<file path="src/rtl/wb_intercon_1x4_pkg.sv">
// Shared constants for the 1-master / 4-slave Wishbone interconnect.
// Bus widths and the mask/base pair that leaves a slave port disabled.
package wb_intercon_1x4_pkg;

    localparam int WB_ADR_W = 32;
    localparam int WB_DAT_W = 32;
    localparam int N_SLV    = 4;

    // Mask 0 makes every address compare as 0, which never equals all-ones.
    localparam logic [WB_ADR_W-1:0] SLV_OFF_MASK = 32'h0000_0000;
    localparam logic [WB_ADR_W-1:0] SLV_OFF_ADDR = 32'hFFFF_FFFF;

endpackage

</file>
<file path="src/rtl/wb_addr_decode.sv">
// Address decoder: per-slave mask/base hit test plus fixed priority 0>1>2>3.
// Ports: adr (master address) in; sel (one-hot or zero slave select) out.
module wb_addr_decode
    import wb_intercon_1x4_pkg::*;
#(
    parameter logic [N_SLV-1:0][WB_ADR_W-1:0] MASKS = '0,
    parameter logic [N_SLV-1:0][WB_ADR_W-1:0] ADDRS = '1
) (
    input  logic [WB_ADR_W-1:0] adr,
    output logic [N_SLV-1:0]    sel
);

    logic [N_SLV-1:0] hit;
    logic             lower;

    always_comb begin
        hit   = '0;
        sel   = '0;
        lower = 1'b0;
        for (int i = 0; i < N_SLV; i++) begin
            hit[i] = ((adr & MASKS[i]) == ADDRS[i]);
            // A lower-numbered hit masks every higher one.
            sel[i] = hit[i] & ~lower;
            lower  = lower | hit[i];
        end
    end

endmodule

</file>
<file path="src/rtl/wb_intercon_1x4.sv">
// Wishbone B3 classic shared bus: one master to four slaves, with bus error
// on unmapped access or slave timeout. Ports: clk_i/rst_i, wbm_* master side,
// wbs_N_* slave side (N=0..3); adr/dat/sel/we broadcast, cyc/stb gated.
module wb_intercon_1x4
    import wb_intercon_1x4_pkg::*;
#(
    parameter logic [WB_ADR_W-1:0] slave_0_mask = 32'hFFFF_F000,
    parameter logic [WB_ADR_W-1:0] slave_0_addr = 32'h0000_1000,
    parameter logic [WB_ADR_W-1:0] slave_1_mask = SLV_OFF_MASK,
    parameter logic [WB_ADR_W-1:0] slave_1_addr = SLV_OFF_ADDR,
    parameter logic [WB_ADR_W-1:0] slave_2_mask = SLV_OFF_MASK,
    parameter logic [WB_ADR_W-1:0] slave_2_addr = SLV_OFF_ADDR,
    parameter logic [WB_ADR_W-1:0] slave_3_mask = SLV_OFF_MASK,
    parameter logic [WB_ADR_W-1:0] slave_3_addr = SLV_OFF_ADDR,
    parameter int                  SEL_W        = 2,
    parameter int                  TIMEOUT      = 255
) (
    input  logic                clk_i,
    input  logic                rst_i,
    input  logic [WB_ADR_W-1:0] wbm_adr_i,
    input  logic [WB_DAT_W-1:0] wbm_dat_i,
    output logic [WB_DAT_W-1:0] wbm_dat_o,
    input  logic [SEL_W-1:0]    wbm_sel_i,
    input  logic                wbm_we_i,
    input  logic                wbm_cyc_i,
    input  logic                wbm_stb_i,
    output logic                wbm_ack_o,
    output logic                wbm_err_o,
    output logic [WB_ADR_W-1:0] wbs_0_adr_o,
    output logic [WB_DAT_W-1:0] wbs_0_dat_o,
    input  logic [WB_DAT_W-1:0] wbs_0_dat_i,
    output logic [SEL_W-1:0]    wbs_0_sel_o,
    output logic                wbs_0_we_o,
    output logic                wbs_0_cyc_o,
    output logic                wbs_0_stb_o,
    input  logic                wbs_0_ack_i,
    output logic [WB_ADR_W-1:0] wbs_1_adr_o,
    output logic [WB_DAT_W-1:0] wbs_1_dat_o,
    input  logic [WB_DAT_W-1:0] wbs_1_dat_i,
    output logic [SEL_W-1:0]    wbs_1_sel_o,
    output logic                wbs_1_we_o,
    output logic                wbs_1_cyc_o,
    output logic                wbs_1_stb_o,
    input  logic                wbs_1_ack_i,
    output logic [WB_ADR_W-1:0] wbs_2_adr_o,
    output logic [WB_DAT_W-1:0] wbs_2_dat_o,
    input  logic [WB_DAT_W-1:0] wbs_2_dat_i,
    output logic [SEL_W-1:0]    wbs_2_sel_o,
    output logic                wbs_2_we_o,
    output logic                wbs_2_cyc_o,
    output logic                wbs_2_stb_o,
    input  logic                wbs_2_ack_i,
    output logic [WB_ADR_W-1:0] wbs_3_adr_o,
    output logic [WB_DAT_W-1:0] wbs_3_dat_o,
    input  logic [WB_DAT_W-1:0] wbs_3_dat_i,
    output logic [SEL_W-1:0]    wbs_3_sel_o,
    output logic                wbs_3_we_o,
    output logic                wbs_3_cyc_o,
    output logic                wbs_3_stb_o,
    input  logic                wbs_3_ack_i
);

    localparam logic [7:0] TO_LAST = 8'(TIMEOUT - 1);

    logic [N_SLV-1:0] sel;
    logic [N_SLV-1:0] req_sel;
    logic [N_SLV-1:0] tgt_q;
    logic [7:0]       cnt;
    logic             err_q;
    logic             req;
    logic             slv_ack;
    logic             waiting;
    logic             unmapped;

    wb_addr_decode #(
        .MASKS({slave_3_mask, slave_2_mask, slave_1_mask, slave_0_mask}),
        .ADDRS({slave_3_addr, slave_2_addr, slave_1_addr, slave_0_addr})
    ) u_dec (
        .adr(wbm_adr_i),
        .sel(sel)
    );

    assign req     = wbm_cyc_i & wbm_stb_i;
    assign req_sel = sel & {N_SLV{req}};

    assign wbs_0_adr_o = wbm_adr_i;
    assign wbs_1_adr_o = wbm_adr_i;
    assign wbs_2_adr_o = wbm_adr_i;
    assign wbs_3_adr_o = wbm_adr_i;
    assign wbs_0_dat_o = wbm_dat_i;
    assign wbs_1_dat_o = wbm_dat_i;
    assign wbs_2_dat_o = wbm_dat_i;
    assign wbs_3_dat_o = wbm_dat_i;
    assign wbs_0_sel_o = wbm_sel_i;
    assign wbs_1_sel_o = wbm_sel_i;
    assign wbs_2_sel_o = wbm_sel_i;
    assign wbs_3_sel_o = wbm_sel_i;
    assign wbs_0_we_o  = wbm_we_i;
    assign wbs_1_we_o  = wbm_we_i;
    assign wbs_2_we_o  = wbm_we_i;
    assign wbs_3_we_o  = wbm_we_i;

    assign wbs_0_cyc_o = wbm_cyc_i & sel[0];
    assign wbs_1_cyc_o = wbm_cyc_i & sel[1];
    assign wbs_2_cyc_o = wbm_cyc_i & sel[2];
    assign wbs_3_cyc_o = wbm_cyc_i & sel[3];
    assign wbs_0_stb_o = req_sel[0];
    assign wbs_1_stb_o = req_sel[1];
    assign wbs_2_stb_o = req_sel[2];
    assign wbs_3_stb_o = req_sel[3];

    // sel is one-hot or zero, so the cases below never overlap.
    always_comb begin
        wbm_dat_o = '0;
        slv_ack   = 1'b0;
        if (wbm_cyc_i) begin
            unique case (1'b1)
                sel[0]: begin
                    wbm_dat_o = wbs_0_dat_i;
                    slv_ack   = wbs_0_ack_i;
                end
                sel[1]: begin
                    wbm_dat_o = wbs_1_dat_i;
                    slv_ack   = wbs_1_ack_i;
                end
                sel[2]: begin
                    wbm_dat_o = wbs_2_dat_i;
                    slv_ack   = wbs_2_ack_i;
                end
                sel[3]: begin
                    wbm_dat_o = wbs_3_dat_i;
                    slv_ack   = wbs_3_ack_i;
                end
                default: begin
                    wbm_dat_o = '0;
                    slv_ack   = 1'b0;
                end
            endcase
        end
    end

    assign wbm_ack_o = req & slv_ack;
    assign waiting   = (|req_sel) & ~slv_ack;
    assign unmapped  = req & ~(|sel);
    assign wbm_err_o = err_q & ~wbm_ack_o;

    // A change of target counts as the first waiting cycle of a new access.
    // The unmapped error re-arms every other cycle so a held strobe
    // still sees single-cycle pulses.
    always_ff @(posedge clk_i) begin
        if (rst_i) begin
            cnt   <= '0;
            err_q <= 1'b0;
            tgt_q <= '0;
        end else begin
            tgt_q <= req_sel;
            err_q <= unmapped & ~err_q;
            if (!waiting) begin
                cnt <= '0;
            end else if (req_sel != tgt_q) begin
                cnt <= 8'd1;
            end else if (cnt == TO_LAST) begin
                cnt   <= '0;
                err_q <= 1'b1;
            end else begin
                cnt <= cnt + 8'd1;
            end
        end
    end

endmodule

</file>
<file path="config.mk">
export PLATFORM = sky130hd
export DESIGN_NAME = wb_intercon_1x4
export DESIGN_NICKNAME = d
export VERILOG_FILES = /design/src/rtl/wb_intercon_1x4_pkg.sv /design/src/rtl/wb_addr_decode.sv /design/src/rtl/wb_intercon_1x4.sv
export SDC_FILE = /design/constraint.sdc
export NUM_CORES = 1
export LEC_CHECK = 0
export ABC_AREA = 1
export CAP_MARGIN = 20
export CORE_AREA = 2 2 202 204
export CTS_CLUSTER_SIZE = 10
export DETAILED_ROUTE_END_ITERATION = 10
export DIE_AREA = 0 0 204 206
export PLACE_DENSITY = 0.43
export RECOVER_POWER = 50
export SYNTH_ARGS = -nofsm -noshare
export SYNTH_HDL_FRONTEND = slang
export SYNTH_HIERARCHICAL = 1
export SYNTH_SLANG_ARGS = --single-unit
</file>
<file path="constraint.sdc">
create_clock -name clk_i -period 1.3 [get_ports clk_i]
set_input_delay 0.13 -clock clk_i [delete_from_list [all_inputs] [get_ports clk_i]]
set_output_delay 0.13 -clock clk_i [all_outputs]
set_load 0.02 [all_outputs]
</file>
==> out/qor.yml <==
status: "finished with violations"
violations: "setup timing"
crit_arrival_ns: 1.57
dp_hpwl_um: 12570
synthArstFlopShare_pct: 0
hold_viol_final: 0
totalNegativeSetupSlack_ns: -14.53
clock-sinks: 13
crit_path_max_fanout: 4
clock_latency_ns: 0.24
cts_tree: "done"
root_buffer: "clkbuf_16"
syn_area_sq_um: 3736
final_net_count: 828
rsz0062_at_grt: "true"
synthTopCellsByCount: "buf_4, nand2_1, a41oi_1"
netlist.area_leader.share_pct: 54.66
die_width_um: 204
grt_overflow: 0
synth-edff-count: 0
ir_drop_mv: 0.4504
yosysTopAreaCell: "buf_4"
rows: 74
ioPinCount: 513
min_period_ns: 1.696
grt_max_degree: 38
clkPwrFrac_pct: 21.0
synth.most_common_cell: "buf_4"
switching_share_pct: 36.25
synth_seq_cells: 13
slew_violations: 0
fmax_mhz: 589.6
power.total_w: 0.002789
wl_um: 16840
routed_via_density: 3.030
syn_avg_cell_area_sq_um: 6.442
core_area_sq_um: 40180
antenna_left: 0
dominantRegCellSynth: "dfxtp_1"
finalNonFillerCells: 1154
synth.top_cells.by_area: "buf_4, nand2_1, a41oi_1"
drc: 0
synthCells: 580
setup_ws_ns: -0.3960
ys_seq_area_share_pct: 6.966
p_per_area_nw_per_um2: 440.8
numCtsBuffers: 3
pwr-share-seq_pct: 14.5
clock_path_buffers: 2
grt_use_total_pct: 7.233
hp-class: "input pin to output port"
period_share_pct: 130.5
yosysWarnings: 6
areaGrowthSynthToFinish_pct: 69.36
stdcell_area_sq_um: 6327
dr.first_iter.drc_count: 105
dr.pass1.iters: 4
cp.required_ns: 1.17
portBuffers: 271
die_h_um: 206
p_switching_w: 0.001011
p_leak_nw: 2.399
fillCellCount: 4606
grt_pass1_wl_um: 22700
skew_ns: 0.003473
pwr-share-comb_pct: 64.4
setup_viol: 45
htreeDepth: 1
place_inst: 1131
crit_type: "input pin to output port"
vias: 3497
initial_core_util_pct: 9.298
dieArea_sq_um: 42020
dpl_cell_area_sq_um: 5742
crit_path_end_kind: "output port"
whs_ns: 0.2600
final_layout_size_suffix_gt1_share_pct: 34.57
antenna_found_initial: 0
first_global_vias: 3677
crit_path_start_kind: "input pin"
gp_routability_congestion: 0.6730
yosysUniqueCellTypes: 25
cts_hold_buffers: 0
n_antenna_cell: 0
post_drt_wl_per_cell_um: 14.59
cellInternalPower_w: 0.001778
drv_cap: 0
==> area by class of cell <==
type | count | area (sq um) | share of cell area [%]
Inverter | 19 | 72.57 | 1.147
Timing Repair Buffer | 329 | 3291 | 52.01
Tap cell | 532 | 665.6 | 10.52
Multi-Input combinational cell | 257 | 1959 | 30.97
Sequential cell | 13 | 260.3 | 4.113
Clock buffer | 4 | 78.83 | 1.246
==> flip-flops by register name, indices dropped and copies added, names as in the netlist <==
| name | flops |
|---|---|
| cnt | 8 |
| err_q | 1 |
| tgt_q | 4 |
==> worst max-delay path, stage by stage <==
cell and delay (ns):
buf_6 0.10, nor2_2 0.16, nand4_1 0.18, nor2_4 0.24, buf_8 0.16, buf_6 0.10, buf_6 0.08, nand2_2 0.04
a41oi_2 0.19, buf_4 0.17
==> cells in the final DEF, fill, tap and decap left out, types with 2 or more instances in the layout <==
cell type and n:
clkdlybuf4s50_1 213, conb_1 3, nor2_1 17, buf_16 2
nand3_1 8, buf_2 11, nor2_2 10, buf_12 7
a41oi_2 15, nand2_4 23, nand2_2 16, buf_6 39
nor3_1 3, ha_1 2, xnor2_1 2, nand4_1 5
xor2_1 3, a21oi_2 2, nand2_1 119, clkbuf_16 4
inv_1 14, nor2_4 7, a41oi_4 17, inv_2 4
buf_8 3, dfxtp_1 13, buf_4 52
==> cell families (layout without fill, tap and decap cells) <==
kind of cell	count (synthesis)	in the layout	synth area share (%)
DFF	13	13	6.966
other	1	3	0.1004
and+or+nand+nor	212	212	23.11
AOI/OAI and AO/OA	35	35	8.104
adders and majority gates	2	2	0.6697
buffers and inverters	312	352	59.88
xor gates and xnor gates	5	5	1.172
==> through the flow <==
stage               utilization (%)  setup WS (ns)
detailed placement            14.29         -1.376
finish                        15.75        -0.3960
global route                  15.75        -0.5065
floorplan                         -       -0.06146
global placement              14.29         -1.369
CTS                           15.28        -0.4714
==> layer usage <==
layer / GRT usage, % / vias to the layer above / share of wire (%)
met3: 2.728 / 38 / 10
met4: 2.226 / 0 / 2.9
li1: - / 1641 / -
met1: 8.424 / 1558 / 39
met2: 12.27 / 260 / 48
met5: 0 / - / 0
==> power groups by stage <==
stage	Clock [W]	Sequential, W	Combinational (W)
after global placement	0	0.000413	0.00170
after detailed placement	0	0.000413	0.00170
final	0.000586	0.000406	0.00180
after CTS	0.000599	0.000406	0.00173
after global routing	0.000632	0.000405	0.00191
after floorplan	0	0.000413	0.00170
==> final timing paths <==
check	startpoint	endpoint	slack (ns)	cells after the start
setup / recovery	wbm_adr_i[16]	wbm_dat_o[9]	-0.40	10
hold reg to reg	cnt[4]$_SDFF_PP0_	cnt[4]$_SDFF_PP0_	0.51	2
setup reg to reg	cnt[0]$_SDFF_PP0_	err_q$_SDFF_PP0_	0.02	9
hold / removal	wbm_dat_i[14]	wbs_3_dat_o[14]	0.26	0
==> repair_timing <==
item                                    4_1_cts  5_1_grt
cloned                                        3        1
buffers inserted                             14        6
pin swaps                                    34       30
resized for setup                           323       43
endpoints found under the setup margin      125       46
(Power assumes the default switching activity.)
